File: config.mk
export PLATFORM = sky130hd
export DESIGN_NAME = hazard_stall_controller
export DESIGN_NICKNAME = d
export VERILOG_FILES = /design/src/rtl/hazard_stall_controller.sv
export SDC_FILE = /design/constraint.sdc
export NUM_CORES = 1
export LEC_CHECK = 0
export CORE_UTILIZATION = 28
export DETAILED_ROUTE_END_ITERATION = 10
export PLACE_DENSITY = 0.61
export SYNTH_ARGS = -nofsm -noshare
export SYNTH_HDL_FRONTEND = slang
export SYNTH_SLANG_ARGS = --single-unit
File: constraint.sdc
create_clock -name clk -period 2.3 [get_ports clk]
set_clock_uncertainty 0.2 [all_clocks]
set_input_delay 0.23 -clock clk [delete_from_list [all_inputs] [get_ports clk]]
set_output_delay 0.23 -clock clk [all_outputs]
set_load 0.05 [all_outputs]
File: src/rtl/hazard_stall_controller.sv
// rtl/hazard_stall_controller.sv - pipeline stall/bubble/flush/freeze sequencer with perf counters
module hazard_stall_controller #(
    parameter int MEM_LAT = 2,
    parameter int CNT_W   = 16
) (
    input  logic             clk,
    input  logic             rst,
    input  logic             fw_en,
    input  logic [4:0]       id_src1,
    input  logic [4:0]       id_src2,
    input  logic [4:0]       exe_dest,
    input  logic             exe_wb_en,
    input  logic             exe_mem_r_en,
    input  logic [4:0]       mem_dest,
    input  logic             mem_wb_en,
    input  logic             mem_req,
    input  logic             br_taken,
    output logic             freeze_pc,
    output logic             freeze_if_id,
    output logic             bubble_id_exe,
    output logic             flush_if_id,
    output logic             freeze_all,
    output logic             mem_done,
    output logic [CNT_W-1:0] stall_cnt,
    output logic [CNT_W-1:0] flush_cnt
);

    localparam logic ST_RUN  = 1'b0;
    localparam logic ST_WAIT = 1'b1;

    // A zero latency means memory never stalls; otherwise the entry cycle
    // is the first freeze cycle, so WAIT holds for MEM_LAT-1 more.
    localparam bit         HAS_WAIT = (MEM_LAT > 0);
    localparam logic [3:0] LAT_M1   = HAS_WAIT ? 4'(MEM_LAT - 1) : 4'd0;

    localparam logic [CNT_W-1:0] CNT_ONE = {{(CNT_W-1){1'b0}}, 1'b1};
    localparam logic [CNT_W-1:0] CNT_MAX = {CNT_W{1'b1}};

    logic             state_q, state_d;
    logic [3:0]       wcnt_q, wcnt_d;
    logic [CNT_W-1:0] stall_cnt_q, stall_cnt_d;
    logic [CNT_W-1:0] flush_cnt_q, flush_cnt_d;

    logic m1_exe, m2_exe, m1_mem, m2_mem;
    logic hz;

    // Source/destination matches; register 0 never creates a dependency.
    always_comb begin
        m1_exe = (id_src1 == exe_dest) && (id_src1 != 5'd0);
        m2_exe = (id_src2 == exe_dest) && (id_src2 != 5'd0);
        m1_mem = (id_src1 == mem_dest) && (id_src1 != 5'd0);
        m2_mem = (id_src2 == mem_dest) && (id_src2 != 5'd0);
        if (fw_en) begin
            hz = exe_mem_r_en & exe_wb_en & (m1_exe | m2_exe);
        end else begin
            hz = (exe_wb_en & (m1_exe | m2_exe)) | (mem_wb_en & (m1_mem | m2_mem));
        end
    end

    // Per-cycle stage control: memory freeze beats hazard beats branch flush.
    always_comb begin
        freeze_pc     = 1'b0;
        freeze_if_id  = 1'b0;
        bubble_id_exe = 1'b0;
        flush_if_id   = 1'b0;
        freeze_all    = 1'b0;
        mem_done      = 1'b0;
        state_d       = state_q;
        wcnt_d        = wcnt_q;
        case (state_q)
            ST_RUN: begin
                if (mem_req && HAS_WAIT) begin
                    freeze_all = 1'b1;
                    freeze_pc  = 1'b1;
                    state_d    = ST_WAIT;
                    wcnt_d     = LAT_M1;
                end else begin
                    // Only reachable with mem_req when there are no wait states.
                    mem_done = mem_req;
                    if (hz) begin
                        freeze_pc     = 1'b1;
                        freeze_if_id  = 1'b1;
                        bubble_id_exe = 1'b1;
                    end else if (br_taken) begin
                        flush_if_id = 1'b1;
                    end
                end
            end
            ST_WAIT: begin
                if (wcnt_q != 4'd0) begin
                    freeze_all = 1'b1;
                    freeze_pc  = 1'b1;
                    wcnt_d     = wcnt_q - 4'd1;
                end else begin
                    // Release cycle: mem_req still belongs to the finishing access.
                    mem_done = 1'b1;
                    state_d  = ST_RUN;
                    if (hz) begin
                        freeze_pc     = 1'b1;
                        freeze_if_id  = 1'b1;
                        bubble_id_exe = 1'b1;
                    end else if (br_taken) begin
                        flush_if_id = 1'b1;
                    end
                end
            end
            default: begin
                state_d = ST_RUN;
                wcnt_d  = 4'd0;
            end
        endcase
    end

    // Saturating performance counters.
    always_comb begin
        stall_cnt_d = stall_cnt_q;
        flush_cnt_d = flush_cnt_q;
        if (freeze_pc && (stall_cnt_q != CNT_MAX)) begin
            stall_cnt_d = stall_cnt_q + CNT_ONE;
        end
        if (flush_if_id && (flush_cnt_q != CNT_MAX)) begin
            flush_cnt_d = flush_cnt_q + CNT_ONE;
        end
    end

    // State, wait counter and perf counters; everything else is combinational.
    always_ff @(posedge clk) begin
        if (rst) begin
            state_q     <= ST_RUN;
            wcnt_q      <= 4'd0;
            stall_cnt_q <= '0;
            flush_cnt_q <= '0;
        end else begin
            state_q     <= state_d;
            wcnt_q      <= wcnt_d;
            stall_cnt_q <= stall_cnt_d;
            flush_cnt_q <= flush_cnt_d;
        end
    end

    assign stall_cnt = stall_cnt_q;
    assign flush_cnt = flush_cnt_q;

endmodule

==> qor.csv, run 1 <==
stage,metric,value,unit
drt,wl,6.93,mm
pwr,p_sw,568,uW
yosys,ys_ff_latch,37,
floorplanning,coreArea,0.00745,mm^2
floorplanning,die_h,90.7,um
critical_path,worstPathMaxFanout,3,
flow_run,max-cap-violations,0,
hold_path,min_path_type,flop to flop,
sta,setup_slack,-0.250,ns
drt,drc,0,
global_route,grt_use_total,0.165,
pwr,p_sw_frac,0.304,
sta,maxSlewHeadroom,0.666,
place,port_buffers,65,
layout,most-common-layout-cells,"50 x buf_4, 39 x clkdlybuf4s50_1, 32 x dfxtp_1",
drt,dr.pass1.iters,4,
sta,tightest_slew,0.499,ns
global_route,grt_pass1_vias,2501,
yosys,ys_types,36,
cts,clk_pin_slew,0.07,ns
place,dp_hpwl,4.55,mm
sta,drv_slew,0,
pwr,clkPwrFrac,0.268,
cts,cts-root-buf,clkbuf_8,
floorplanning,ioPinCount,66,
pwr,p_per_area,450,mW/mm^2
layout,syn_to_final_growth,88.2,%
layout,final_common_cell,buf_4,
floorplanning,fp-row-count,31,
cts,clock_latency,0.29,ns
yosys,syn_area_per_cell,8.10,um^2
global_route,grt_max_degree,48,
drt,via_per_inst,5.01,
yosys,postSynthCellCount,272,
yosys,synth_warnings,0,
cts,cts_buffer_depth,2,
cts,cts_sinks,37,
drt,vias,2527,
global_route,antenna_found_initial,0,
critical_path,worst-setup-path-type,input port to output port,
critical_path,endpoint_kind,output port,
floorplanning,floorplan.initialDensity,0.296,
sta,period_share,1.11,
layout,n_antenna_cell,0,
cts,cts-htree-levels,2,
critical_path,cp_data_required_time,1.87,ns
pwr,seq_power_share,0.359,
pwr,vdd_drop_max,0.273,mV
pwr,p_leak,1.57,nW
sta,hold_viol,0,
place,gp_congestion,0.786,
yosys,syn-cell-area,0.00220,mm^2
drt,first_iter_violations,87,
critical_path,critPathLaunchType,input port,
sta,min_period,2.55,ns
pwr,power.internal,1.30,mW
yosys,synth-seq-area-share,0.336,
sta,tns,-3.60,ns
sta,finalSetupViolations,26,
place,dp_slack,-0.836,ns
place,place_inst,472,
pwr,comb_power_share,0.373,
yosys,syn_nets,303,
floorplanning,die-area,0.00823,mm^2
sta,rsz0062_at_grt,true,
global_route,grt_overflow,0,
cts,cts_buffers,5,
drt,postRouteAntennaNets,0,
floorplanning,die_w,90.7,um
drt,detail_route.wl_per_cell,13.7,um
layout,layout.nets,435,
critical_path,cp.arrival,2.12,ns
critical_path,ff2ff_setup_slack,-0.15,ns
run_status,status,finished with violations,
global_route,grt_pass1_wl,11.2,mm
layout,n_fill_cell,696,
sta,max_freq,392,MHz
layout,final_area,0.00415,mm^2
layout,stdcell_count,504,
place,dpl-instance-area,0.00351,mm^2
run_status,violations,negative setup slack,
cts,cts_tree,done,
layout,drive_gt1_frac,0.432,
==> power groups by stage <==
| stage | combinational, mW | sequential [mW] | clock [mW] |
|---|---|---|---|
| floorplan | 0.244 | 0.717 | 0 |
| CTS | 0.642 | 0.670 | 0.516 |
| global placement | 0.485 | 0.684 | 0 |
| detailed placement | 0.496 | 0.684 | 0 |
| global route | 0.739 | 0.671 | 0.544 |
| finish | 0.696 | 0.670 | 0.501 |
==> metrics by stage <==
step	utilization	hold slack (ns)	power, mW
floorplan	-	0.269	0.960
global placement	0.471	0.281	1.17
detailed placement	0.471	0.283	1.18
CTS	0.535	0.298	1.83
global route	0.557	0.308	1.95
finish	0.557	0.299	1.87
==> what timing repair did <==
item | 4_1_cts | 5_1_grt
resized for setup | 98 | 46
hold buffers | 0 | 0
buffers inserted | 20 | 6
endpoints found under the setup margin | 36 | 36
pin swaps | 47 | 29
gates cloned | 1 | 0
==> path summary, 6_finish.rpt <==
check                     from       endpoint  cells past startpoint
setup reg to reg     wcnt_q[0]  flush_cnt[10]                     13
hold / removal    stall_cnt[7]   stall_cnt[7]                      2
hold reg to reg   stall_cnt[7]   stall_cnt[7]                      2
setup / recovery    id_src2[3]    flush_if_id                     10
==> layer usage <==
layer,GRT usage,routed length [um],vias to the layer above
met3,0.0295,294,7
met2,0.304,3580,60
met1,0.191,2990,1197
met5,0,0,-
met4,0.0497,68,0
li1,-,-,1263
==> cell usage after synthesis <==
cell type / count / area (um^2)
xnor2_1: 14 / 123
buf_4: 1 / 7.51
nor2b_1: 12 / 75.1
and2_1: 4 / 25.0
inv_2: 1 / 3.75
o21ai_0: 6 / 30.0
nand4_1: 3 / 18.8
o221a_2: 1 / 11.3
buf_2: 2 / 10.0
ha_1: 3 / 37.5
nor4_1: 6 / 37.5
a21oi_1: 26 / 130
o41ai_1: 2 / 17.5
a41o_1: 1 / 10.0
a21o_1: 1 / 7.51
a211oi_4: 1 / 20.0
or4_1: 19 / 143
buf_6: 1 / 11.3
dfxtp_1: 37 / 741
or2_2: 1 / 6.26
nor3b_1: 2 / 15.0
nand2_1: 16 / 60.1
nor3_1: 4 / 20.0
nand3b_1: 1 / 7.51
xor2_1: 6 / 52.6
and4_1: 2 / 17.5
o31ai_1: 16 / 120
or3_1: 3 / 18.8
nor2_1: 23 / 86.3
nand3_1: 19 / 95.1
and3_1: 7 / 43.8
clkbuf_1: 11 / 41.3
mux2_2: 10 / 113
nand4b_1: 1 / 8.76
nor4b_1: 1 / 8.76
inv_1: 8 / 30.0
==> final cells by class <==
cell class	count	area, um^2	area share
clock buffers	7	96.3	0.0232
clock inverters	1	5.00	0.00121
inverters	9	45.0	0.0109
multi-input cells	211	1760	0.424
flip-flops and latches	37	747	0.180
well taps	99	124	0.0299
repair buffers	140	1370	0.330
==> worst max-delay path, stage by stage <==
cell,delay (ns)
buf_6,0.09
or4_4,0.55
nor2_4,0.11
nor4_2,0.04
o221a_2,0.28
a211oi_4,0.31
buf_12,0.15
buf_6,0.09
and2_4,0.13
buf_12,0.12
==> kinds of logic after synthesis <==
kind of cell	count (synthesis)	synth area share
and+or+nand+nor	124	0.312
buffers and inverters	24	0.0471
AOI/OAI and AO/OA	54	0.157
DFF	37	0.336
muxes	10	0.0511
adders and majority gates	3	0.0170
xor gates and xnor gates	20	0.0795
==> state kept, by name, indices dropped and copies added (netlist names) <==
signal	flops
stall_cnt	16
wcnt_q	4
flush_cnt	16
state_q	1
(Power assumes the default switching activity.)
==> inputs of run 2 (changes only) <==
--- a/config.mk
+++ b/config.mk
@@ -5,9 +5,10 @@
 export SDC_FILE = /design/constraint.sdc
 export NUM_CORES = 1
 export LEC_CHECK = 0
-export CORE_UTILIZATION = 28
+export CORE_UTILIZATION = 43
+export CTS_CLUSTER_DIAMETER = 80
 export DETAILED_ROUTE_END_ITERATION = 10
-export PLACE_DENSITY = 0.61
+export PLACE_DENSITY = 0.84
 export SYNTH_ARGS = -nofsm -noshare
 export SYNTH_HDL_FRONTEND = slang
 export SYNTH_SLANG_ARGS = --single-unit
==> run 2 against run 1 <==
The flow still finishes with violations (negative setup slack). Global-route usage rose by 12 points. Final cell count fell by 8.9%. Die area fell by 34%. Clock-buffer cell count did not move. Via count rose by 4.4%. Register-to-register slack barely moved. Sequential share of layout area rose by 1.2 points. Routed wire length rose by 13%. Critical path type is now flop to output port. Largest cell class unchanged. Highest routed layer unchanged.
==> qor.csv, run 2 (synthesis results as in run 1) <==
stage,metric,value,unit,change
critical_path,worstPathMaxFanout,3,,unchanged
pwr,p_per_area,447,mW/mm^2,-0.60%
global_route,antenna_found_initial,0,,unchanged
place,gp_congestion,0.895,,+14%
cts,cts_buffers,5,,unchanged
critical_path,critPathLaunchType,flop,,
cts,cts_buffer_depth,2,,unchanged
floorplanning,floorplan.initialDensity,0.457,,+0.162
layout,n_antenna_cell,0,,unchanged
hold_path,min_path_type,flop to flop,,
global_route,grt_use_total,0.284,,+0.119
critical_path,ff2ff_setup_slack,-0.14,ns,about the same
drt,dr.pass1.iters,4,,unchanged
sta,period_share,1.07,,-0.0379
critical_path,worst-setup-path-type,flop to output port,,
flow_run,max-cap-violations,0,,unchanged
pwr,vdd_drop_max,0.301,mV,+10%
run_status,status,finished with violations,,
place,port_buffers,65,,unchanged
layout,layout.nets,423,,-2.8%
critical_path,endpoint_kind,output port,,
sta,hold_viol,0,,unchanged
critical_path,critPathSlowestCell,dfxtp_2,,
critical_path,cp_data_required_time,1.87,ns,about the same
drt,detail_route.wl_per_cell,17.1,um,+24%
drt,via_per_inst,5.75,,+15%
floorplanning,die_w,73.6,um,-19%
floorplanning,fp-row-count,25,,-19%
cts,cts_sinks,37,,unchanged
sta,drv_slew,0,,unchanged
sta,tns,-1.71,ns,+1.89 ns
pwr,p_leak,1.45,nW,-7.8%
global_route,grt_overflow,0,,unchanged
sta,tightest_slew,0.527,ns,+0.0278 ns
cts,cts-htree-levels,2,,unchanged
drt,wl,7.83,mm,+13%
drt,postRouteAntennaNets,0,,unchanged
layout,syn_to_final_growth,77.2,%,
global_route,grt_max_degree,37,,-23%
drt,drc,0,,unchanged
drt,vias,2639,,+4.4%
drt,first_iter_violations,156,,+79%
hold_path,hold_depth,2,,unchanged
floorplanning,die_h,73.6,um,-19%
floorplanning,die-area,0.00541,mm^2,-34%
sta,maxSlewHeadroom,0.648,,-0.0186
critical_path,slowest_delay,0.33,ns,-0.22 ns
place,dp_hpwl,4.48,mm,-1.6%
floorplanning,coreArea,0.00482,mm^2,-35%
global_route,grt_pass1_vias,2503,,+0.080%
layout,drive_gt1_frac,0.418,,-0.0137
floorplanning,ioPinCount,66,,unchanged
critical_path,cp.arrival,2.03,ns,-0.09 ns
cts,clock_latency,0.29,ns,about the same
cts,cts-root-buf,clkbuf_8,,
global_route,grt_pass1_wl,11.7,mm,+4.3%
layout,n_fill_cell,301,,-57%
critical_path,cp_cell_sequence,inv_2 -> ha_4 -> nand2_4 -> nor3_4 -> or2_4 -> clkinvlp_4 -> a211oi_4 -> buf_6 -> and2_4 -> buf_12,,
layout,most-common-layout-cells,"48 x buf_4, 39 x clkdlybuf4s50_1, 32 x dfxtp_1",,
cts,clk_pin_slew,0.07,ns,about the same
critical_path,ff2ff_path_depth,13,,unchanged
run_status,violations,negative setup slack,,
sta,rsz0062_at_grt,true,,
layout,final_common_cell,buf_4,,
pwr,total_power,1.75,mW,-6.4%
cts,cts_tree,done,,
sta,setup_slack,-0.163,ns,+0.0873 ns
sta,min_period,2.46,ns,-0.0873 ns
sta,max_freq,406,MHz,+3.5%
place,dp_slack,-0.834,ns,+0.00201 ns
sta,finalSetupViolations,23,,-12%
[run 2: cell types whose count changed in the layout (fill, tap and decap cells not counted), moves of 4 or more]
cell and delta:
clkdlybuf4s15_1 -5, xnor2_2 -5, dlygate4sd2_1 +4, buf_6 -6
xnor2_1 +5
[run 2: final timing paths]
path	start	to
max	wcnt_q[1]	flush_if_id
min	flush_cnt[13]	flush_cnt[13]
max reg2reg	wcnt_q[1]	stall_cnt[7]
min reg2reg	flush_cnt[13]	flush_cnt[13]
[run 2: area by class of cell]
class,count,area (um^2),area share
Multi-Input combinational cell,211,1740,0.445
Timing Repair Buffer,128,1210,0.309
Sequential cell,37,749,0.192
Clock buffer,7,86.3,0.0221
Tap cell,67,83.8,0.0215
Inverter,9,40.0,0.0103
[run 2: per-stage QoR]
stage	area, um^2	hold WS, ns	cells	util
after floorplan	2400	0.269	272	-
after global placement	3360	0.275	428	0.698
after detailed placement	3360	0.289	428	0.698
after CTS	3780	0.305	453	0.784
after global routing	3910	0.333	459	0.811
final	3910	0.301	459	0.811
[run 2: where the power goes]
group | total, mW | internal [mW] | leakage, nW | switching (mW)
Sequential | 0.669 | 0.655 | 0.302 | 0.0141
Combinational | 0.609 | 0.299 | 1.10 | 0.310
Clock | 0.468 | 0.238 | 0.0443 | 0.230
[run 2: what timing repair did]
action,CTS,global route
pin swaps,40,15
endpoints found under the setup margin,36,34
cloned,4,0
hold buffers,0,0
setup buffers,14,9
resized for setup,93,40
[run 2: worst max-delay path: cells and delay by family, from the launching register on]
kind / cells / cell delay, ns
and+or+nand+nor: 4 / 0.48
AOI/OAI and AO/OA: 1 / 0.33
buffers and inverters: 4 / 0.44
DFF: 1 / 0.33
adders and majority gates: 1 / 0.15
[run 2: metal layers]
| layer | routed length (um) | GRT usage | share of wire |
|---|---|---|---|
| met2 | 4120 | 0.512 | 0.53 |
| met3 | 425 | 0.0549 | 0.054 |
| met4 | 212 | 0.115 | 0.027 |
| met1 | 3070 | 0.326 | 0.39 |
| met5 | 0 | 0 | 0 |
==> inputs of run 3 (changes only) <==
--- a/config.mk
+++ b/config.mk
@@ -12,3 +12,4 @@
 export SYNTH_ARGS = -nofsm -noshare
 export SYNTH_HDL_FRONTEND = slang
 export SYNTH_SLANG_ARGS = --single-unit
+export TNS_END_PERCENT = 10
==> run 3 against run 2 <==
The flow still finishes with violations (negative setup slack). Combinational power is 3.9% higher. Clock-buffer cell count unchanged. Clock power up 26%. Global-route usage rose by 0.46 points. Via count shrank 1.9%. Setup slack got worse by 0.096 ns. Critical path type is now input port to output port. Critical endpoint unchanged.
==> qor.csv, run 3 (synthesis results as in run 1) <==
stage,metric,value,unit,change
global_route,grt_max_degree,48,,+30%
pwr,p_sw,568,uW,+2.3%
pwr,power.internal,1.33,mW,+11%
floorplanning,floorplan.initialDensity,0.457,,unchanged
sta,max_freq,391,MHz,-3.8%
place,dp_slack,-0.887,ns,-0.0535 ns
layout,final_common_cell,buf_4,,
sta,maxSlewHeadroom,0.658,,+0.0106
pwr,comb_power_share,0.334,,-0.015
place,dpl-instance-area,0.00338,mm^2,+0.45%
cts,cts_buffer_depth,2,,unchanged
drt,drc,0,,unchanged
global_route,grt_overflow,0,,unchanged
run_status,status,finished with violations,,
layout,layout.nets,417,,-1.4%
layout,syn_to_final_growth,77.2,%,about the same
critical_path,worstPathMaxFanout,5,,+2
layout,most-common-layout-cells,"48 x buf_4, 39 x clkdlybuf4s50_1, 35 x dfxtp_1",,
place,gp_congestion,0.837,,-6.5%
sta,period_share,1.11,,+0.0418
critical_path,critPathLaunchType,input port,,
sta,drv_slew,0,,unchanged
pwr,vdd_drop_max,0.329,mV,+9.3%
cts,cts-htree-levels,2,,unchanged
floorplanning,ioPinCount,66,,unchanged
pwr,p_leak,1.46,nW,+1.1%
cts,cts_hold_buf,0,,unchanged
critical_path,cp_data_required_time,1.87,ns,about the same
floorplanning,coreArea,0.00482,mm^2,unchanged
sta,setup_slack,-0.259,ns,-0.0961 ns
drt,first_iter_violations,146,,-6.4%
layout,n_antenna_cell,0,,unchanged
cts,cts_tree,done,,
place,dp_hpwl,4.63,mm,+3.5%
floorplanning,die-area,0.00541,mm^2,unchanged
pwr,total_power,1.89,mW,+8.4%
floorplanning,die_w,73.6,um,unchanged
layout,drive_gt1_frac,0.398,,-0.0204
pwr,p_sw_frac,0.300,,-0.0179
cts,cts-root-buf,clkbuf_8,,
critical_path,worst-setup-path-type,input port to output port,,
hold_path,min_path_type,flop to flop,,
floorplanning,fp-row-count,25,,unchanged
pwr,clkPwrFrac,0.311,,+0.043
critical_path,endpoint_kind,output port,,
layout,final_area,0.00390,mm^2,about the same
critical_path,cp.arrival,2.13,ns,+0.10 ns
cts,cts_buffers,5,,unchanged
global_route,grt_pass1_wl,11.8,mm,+1.2%
drt,wl,7.71,mm,-1.5%
pwr,seq_power_share,0.355,,-0.028
drt,via_per_inst,5.70,,-0.78%
global_route,grt_use_total,0.288,,+0.00463
floorplanning,die_h,73.6,um,unchanged
hold_path,worstHoldStart,stall_cnt[3],,
sta,rsz0062_at_grt,true,,
sta,hold_viol,0,,unchanged
layout,seqCellArea,743,um^2,-0.83%
cts,cts_sinks,37,,unchanged
sta,tightest_slew,0.511,ns,-0.0159 ns
global_route,antenna_found_initial,0,,unchanged
drt,detail_route.wl_per_cell,17.0,um,-0.44%
pwr,p_per_area,485,mW/mm^2,+8.5%
sta,min_period,2.56,ns,+0.0961 ns
cts,clk_pin_slew,0.07,ns,about the same
drt,vias,2590,,-1.9%
drt,postRouteAntennaNets,0,,unchanged
cts,clock_latency,0.29,ns,about the same
critical_path,crit_start,id_src2[1],,
flow_run,max-cap-violations,0,,unchanged
drt,dr.pass1.iters,4,,unchanged
layout,n_fill_cell,301,,unchanged
run_status,violations,negative setup slack,,
place,port_buffers,65,,unchanged
global_route,grt_pass1_vias,2589,,+3.4%
critical_path,r2r-start,wcnt_q[1],,
layout,multi_input_area,0.00172,mm^2,-0.79%
sta,finalSetupViolations,33,,+43%
[run 3: final cells by class]
cell class | instances | area share
timing repair buffer | 121 | 0.301
tap | 67 | 0.0215
multi-input combinational | 211 | 0.442
clock buffer | 7 | 0.0221
inverter | 9 | 0.0131
sequential | 37 | 0.190
timing repair inverter | 1 | 0.00288
clock inverter | 1 | 0.00769
[run 3: path summary, 6_finish.rpt]
kind,cells past startpoint,slack (ns),to
hold / removal,2,0.31,stall_cnt[3]
setup / recovery,10,-0.26,flush_if_id
hold reg to reg,2,0.31,stall_cnt[3]
setup reg to reg,12,-0.17,stall_cnt[13]
[run 3: power by group through the flow]
stage | Sequential (mW) | Clock (mW) | Combinational (mW)
global route | 0.674 | 0.621 | 0.664
detailed placement | 0.686 | 0 | 0.475
finish | 0.672 | 0.589 | 0.633
CTS | 0.671 | 0.590 | 0.586
floorplan | 0.716 | 0 | 0.237
global placement | 0.685 | 0 | 0.459
[run 3: what timing repair did]
action                     in CTS  in global routing
setup endpoints to repair      36                 36
resized for setup             105                 30
gates cloned                    2                  0
setup buffers                  12                  1
pin swaps                      44                 14
[run 3: worst max-delay path, cell delays in order]
cell      delay [ns]
buf_6           0.10
or4_4           0.54
nor2_4          0.12
nor4_2          0.05
o221a_2         0.28
a211oi_4        0.25
buf_6           0.16
buf_8           0.12
and2_4          0.15
buf_12          0.13
[run 3: metrics by stage]
stage / instances / TNS [ns] / hold slack, ns / utilization
global placement: 432 / -22.96 / 0.273 / 0.701
finish: 454 / -4.33 / 0.311 / 0.810
floorplan: 272 / -20.69 / 0.269 / -
detailed placement: 432 / -25.61 / 0.291 / 0.701
CTS: 453 / -2.36 / 0.305 / 0.783
global route: 454 / -6.89 / 0.340 / 0.810
[run 3: metal layers]
| layer | part of all wire | GRT usage |
|---|---|---|
| met5 | 0 | 0 |
| met4 | 0.036 | 0.154 |
| met3 | 0.046 | 0.0658 |
| met2 | 0.55 | 0.550 |
| met1 | 0.37 | 0.285 |
